File: config.mk
export PLATFORM = sky130hd
export DESIGN_NAME = pc_gen
export DESIGN_NICKNAME = d
export VERILOG_FILES = /design/src/rtl/pc_gen.sv
export SDC_FILE = /design/constraint.sdc
export NUM_CORES = 1
export LEC_CHECK = 0
export BUFFER_PORTS_ARGS = -buffer_cell sky130_fd_sc_hd__buf_2
export CORE_UTILIZATION = 48
export CTS_CLUSTER_DIAMETER = 200
export DETAILED_ROUTE_END_ITERATION = 7
export PLACE_DENSITY = 0.76
export SKIP_CTS_REPAIR_TIMING = 1
export SYNTH_ARGS = -nofsm -noshare
export SYNTH_HDL_FRONTEND = slang
export SYNTH_SLANG_ARGS = --single-unit
File: constraint.sdc
create_clock -name clk -period 2 [get_ports clk]
set_input_delay 0.2 -clock clk [delete_from_list [all_inputs] [get_ports clk]]
set_output_delay 0.2 -clock clk [all_outputs]
set_load 0.03 [all_outputs]
File: src/rtl/pc_gen.sv
// Program counter generator for an in-order fetch front end.
// Owns the fetch address, the previously accepted fetch address and a single
// pending redirect slot used while instruction memory is back-pressuring.
// Redirects (trap, jal, branch, jalr) are aligned to IALIGN before use; a
// misaligned request is reported with a one-cycle target_misaligned pulse.
//
// state     | meaning
// ----------+------------------------------------------------------------
// BOOT      | first cycle after reset, no fetch request issued yet
// RUN       | fetching; sequential advance or direct redirect on accept
// WAIT_PEND | a redirect arrived while imem stalled; target held in pend

module pc_gen #(
    parameter int              XLEN         = 32,
    parameter logic [XLEN-1:0] RESET_VECTOR = 32'h0000_0000,
    parameter int              IALIGN       = 4
) (
    input  logic            clk,
    input  logic            rst,
    input  logic            next_sel,
    input  logic            branch_result,
    input  logic            jalr,
    input  logic [XLEN-1:0] next_address,
    input  logic            trap,
    input  logic [XLEN-1:0] trap_vector,
    input  logic            load,
    input  logic            dmem_valid,
    input  logic            imem_ready,
    output logic [XLEN-1:0] address_out,
    output logic            fetch_valid,
    output logic [XLEN-1:0] pre_address_pc,
    output logic            target_misaligned
);

    // Low address bits that must be zero for a legal fetch target.
    localparam logic [XLEN-1:0] ALIGN_MASK = XLEN'(IALIGN - 1);
    localparam logic [XLEN-1:0] STEP       = XLEN'(IALIGN);

    typedef enum logic [1:0] {
        BOOT      = 2'd0,
        RUN       = 2'd1,
        WAIT_PEND = 2'd2
    } state_t;

    state_t          state;
    state_t          state_nxt;
    logic [XLEN-1:0] pend;
    logic [XLEN-1:0] pend_nxt;
    logic [XLEN-1:0] addr_nxt;
    logic [XLEN-1:0] pre_nxt;
    logic            fv_nxt;
    logic            tm_nxt;
    logic [XLEN-1:0] raw_target;
    logic [XLEN-1:0] target;
    logic            misaligned;
    logic            redirect;
    logic            accept;
    logic            lstall;

    assign redirect = trap | next_sel | branch_result | jalr;
    assign accept   = fetch_valid & imem_ready;
    assign lstall   = load & ~dmem_valid;

    // Select and align the redirect target; jalr drops bit 0 before the alignment check.
    always_comb begin
        raw_target = trap ? trap_vector : next_address;
        if (!trap && jalr) begin
            raw_target[0] = 1'b0;
        end
        misaligned = |(raw_target & ALIGN_MASK);
        target     = raw_target & ~ALIGN_MASK;
    end

    // State register.
    always_ff @(posedge clk) begin
        if (rst) begin
            state <= BOOT;
        end else begin
            state <= state_nxt;
        end
    end

    // Next-state decode.
    always_comb begin
        state_nxt = state;
        case (state)
            BOOT:      state_nxt = RUN;
            RUN:       if (redirect && !accept) state_nxt = WAIT_PEND;
            WAIT_PEND: if (accept) state_nxt = RUN;
            default:   state_nxt = BOOT;
        endcase
    end

    // Next values for the registered outputs and the pending slot.
    always_comb begin
        addr_nxt = address_out;
        pre_nxt  = pre_address_pc;
        pend_nxt = pend;
        fv_nxt   = (state_nxt != BOOT);
        tm_nxt   = 1'b0;
        case (state)
            RUN: begin
                tm_nxt = redirect & misaligned;
                if (redirect && accept) begin
                    addr_nxt = target;
                    pre_nxt  = address_out;
                end else if (redirect) begin
                    pend_nxt = target;
                end else if (!lstall && accept) begin
                    addr_nxt = address_out + STEP;
                    pre_nxt  = address_out;
                end
            end
            WAIT_PEND: begin
                tm_nxt = redirect & misaligned;
                // A redirect arriving in the accept cycle is the freshest target and wins.
                if (redirect) begin
                    pend_nxt = target;
                end
                if (accept) begin
                    addr_nxt = redirect ? target : pend;
                    pre_nxt  = address_out;
                end
            end
            default: begin
            end
        endcase
    end

    // Output and pending registers.
    always_ff @(posedge clk) begin
        if (rst) begin
            address_out       <= RESET_VECTOR;
            pre_address_pc    <= RESET_VECTOR;
            fetch_valid       <= 1'b0;
            target_misaligned <= 1'b0;
            pend              <= '0;
        end else begin
            address_out       <= addr_nxt;
            pre_address_pc    <= pre_nxt;
            fetch_valid       <= fv_nxt;
            target_misaligned <= tm_nxt;
            pend              <= pend_nxt;
        end
    end

endmodule

==> impl_results.md <==
* Simple logic cell fraction of the synthesized area at a little under a quarter
* Hold slack final at roughly 0.22 ns
* Initial antenna violation count at 0
* Crit. End Element: register
* Top-area cell type share of the netlist area at a little under two fifths
* Biggest area contributors in the synthesized netlist: dfxtp_1 (37%), a21oi_1 (8.2%), nand2_1 (8.0%), nor2_1 (5.2%), mux2i_1 (4.8%)
* Global-route wire length before repair at around 27000 µm
* Detailed-routing wirelength on met1 at approximately 7600 µm
* Launching instance or port of the critical path: address_out[10]
* Weighted congestion at the end of routability-driven global placement at 0.906
* CP max FO at 6
* Largest net degree at the start of global routing at 60
* Fraction of layout instances using a drive strength above 1 at about a third
* Synthesis-to-layout area growth at 30.9%
* Hold Violations, Final at 0
* Later-pin clock latency in the skew report at a little under 0.4 ns
* Cell type with the highest aggregate area in the netlist: dfxtp_1
* Portion of the post-synthesis area used by sequential elements at 37.1%
* Ratio of final minimum period to clock period at a little over nine tenths
* Final core utilization at 64.9%
* Number of design rule violations left after detail routing at 0
* Termination of the worst setup path: address_out[21]
* Unique masters post-synth at 64
* Routed met2 length at approximately 8300 µm
* Critical Path Source Type: register
* Average wire per cell in the routed design at approximately 18 µm
* Vias in the first global route at ~5300
* Outcome: complete, no violations
* Via density per instance at between 6 and 7
* DRT Pass-1 Iters at 6
* Worst setup slack before clock tree synthesis at -0.156 ns
* Post-layout worst setup margin at between 0.06 and 0.07 ns
* Most instantiated cells after synthesis: nand2_1 (115), dfxtp_1 (100), a21oi_1 (88)
* Critical path, cell by cell: nand4_4, buf_4, nor4_4, nand3_1, or4_1, a31oi_1
* Slowest cell on the critical path: or4_1
* Final clock skew at around 0.011 ns
* Max-cap viol count at 0
* Total Nets Final at about 940
* Synth Area in XOR/XNOR at 1.14%
* Overall die area at between 10000 and 15000 µm²
* Slack of the worst reg-to-reg path at 0.07 ns
* Detail Route met3 WL at approximately 1500 µm
* WP data arrival at ~2.3 ns
* Number of synthesized register bits at 100
* CTS max path bufs at 2
* Cell count of the worst reg-to-reg path at 6
* Number of buffers created by CTS at 9
* Placement Rows at 38
* Required time reported for the critical path endpoint at 2.31 ns
* Fill cell count at between 900 and 1000
* CTS H-tree depth at 3
* Clock-pin slew reported for the worst setup and hold paths after clock tree synthesis at 0.10 ns
* End of the worst register-to-register path: address_out[21]
* Global router's overall resource usage at between 20% and 30%
* Worst VDD drop at between 0.3 and 0.4 mV
* Vert. Die Dim at approximately 110 µm
* Die width at 108 µm
* Highest metal layer used by the detailed router: met4
* Antenna viol nets, final at 0
* Vias at between 6000 and 7000
* Final Power at a little under 5000 µW
* Pins over their slew limit at 0
* Critical setup path kind: register to register
* Synth warn at 0
* Synthesized area at 5400 µm²
* Number of endpoints failing setup at the final stage at 0
* Crit path time final at slightly below 2 ns
* Adder-cell share of the synthesized area at 1.39%
* Worst Tran Pin Value at between 0.7 and 0.8 ns
* Cell count after synthesis at approximately 690
* Worst reg2reg path startpoint: address_out[10]
* Estimated wirelength of the detail-placed design at 12300 µm
* Compound-gate portion of the synthesized area at about a quarter
* Inserted Diodes at 0
* Synthesized net count at around 770
* Effective utilization at floorplan at approximately half
* CTS tree: yes
* Largest family of logic cells by synthesized area: compound AO/OA/AOI/OAI gates
* Count of flip-flops with a built-in enable after synthesis at 0
* Leakage power summed over all cells at approximately 0.003 µW
* Slew margin rel. at 53.0%
* Average cell area after synthesis at 7.79 µm²
* Cell at the root of the clock tree: clkbuf_8
* Total wire length after detailed routing at between 15000 and 20000 µm
* Worst stage delay on the critical path at about 0.42 ns
* Port-buffer cells at 138
* FFs w/ async S/R, synth at 0%
* Mux share of post-synthesis cell area at 6.28%
* Most common flop cell mapped by yosys: dfxtp_1
* Number of I/O pins at roughly 140
* Hold/Removal Path Class: input pin to register
* Cell area power density at 701 nW/µm²
* Total grt overflow at 0
* Sink count of the clock tree at 100
* Starting DRT DRC Count at 569
* Most frequent cell after synthesis: nand2_1
* Max frequency at between 0.5 and 0.6 GHz
* Core Box Area at between 10000 and 15000 µm²
==> cell families after synthesis <==
logic type / Yosys count
xor gates and xnor gates: 7
muxes: 33
adders and majority gates: 6
AOI/OAI and AO/OA: 199
and+or+nand+nor: 278
buffers and inverters: 70
DFF: 100
==> layer usage <==
metal | track usage (%) | up-vias
met5 | 0 | -
met4 | 13.7 | 0
met3 | 4.22 | 50
met2 | 48.1 | 333
met1 | 38.3 | 2814
li1 | - | 2830
==> critical path, delay by kind of cell (launching register included) <==
kind            cells  cell delay [ns]
compound gates      1             0.19
flops               1             0.38
simple gates        4             1.11
buf+inv             1             0.19
==> registers in the layout, indices dropped and copies added, names as in the netlist <==
signal / flops
fetch_valid: 1
target_misaligned: 1
address_out: 32
pre_address_pc: 32
state: 2
pend: 32
==> area by class of cell <==
| class | count | area, µm² | share of cell area (%) |
|---|---|---|---|
| Clock inverter | 4 | 28.8 | 0.407 |
| Clock buffer | 12 | 176 | 2.50 |
| Sequential cell | 100 | 2040 | 28.8 |
| Tap cell | 140 | 175 | 2.48 |
| Multi-Input combinational cell | 523 | 3170 | 44.9 |
| Inverter | 9 | 33.8 | 0.478 |
| Timing Repair Buffer | 216 | 1440 | 20.4 |
==> power breakdown <==
group	total, µW	switching [µW]	internal [µW]
Sequential	2270	123	2150
Combinational	1330	793	538
Clock	1350	755	599
Total	4960	1670	3280
==> through the flow <==
stage          cell area [µm²]  TNS [ns]  std cells
6_report                  7070         0       1004
5_1_grt                   7070   -0.0989       1004
4_1_cts                   6860   -0.0446        993
3_5_place_dp              6660     -1.93        977
3_3_place_gp              6660    -0.652        977
2_1_floorplan             5420   -0.0138        693
==> worst min path at each step <==
| stage | slack [ns] | start | cells past startpoint | endpoint |
|---|---|---|---|---|
| floorplan | 0.44 | pend[10] | 2 | pend[10] |
| global placement | 0.44 | pre_address_pc[1] | 2 | pre_address_pc[1] |
| detailed placement | 0.45 | pre_address_pc[11] | 2 | pre_address_pc[11] |
| CTS | 0.20 | next_address[8] | 3 | pend[8] |
| global route | 0.25 | next_address[29] | 3 | pend[29] |
| finish | 0.22 | next_address[8] | 3 | pend[8] |
==> placed cells by master, fill, tap and decap left out, types with 11 or more instances in the layout <==
master	count
nor3_1	11
clkbuf_8	11
nand2_1	115
nor2_1	71
a21oi_1	88
nand3_1	16
buf_2	138
o21ai_0	13
a211oi_1	24
buf_4	65
nand4_1	17
buf_12	12
dfxtp_1	85
mux2i_1	26
Power figures use the tool's default switching activity.
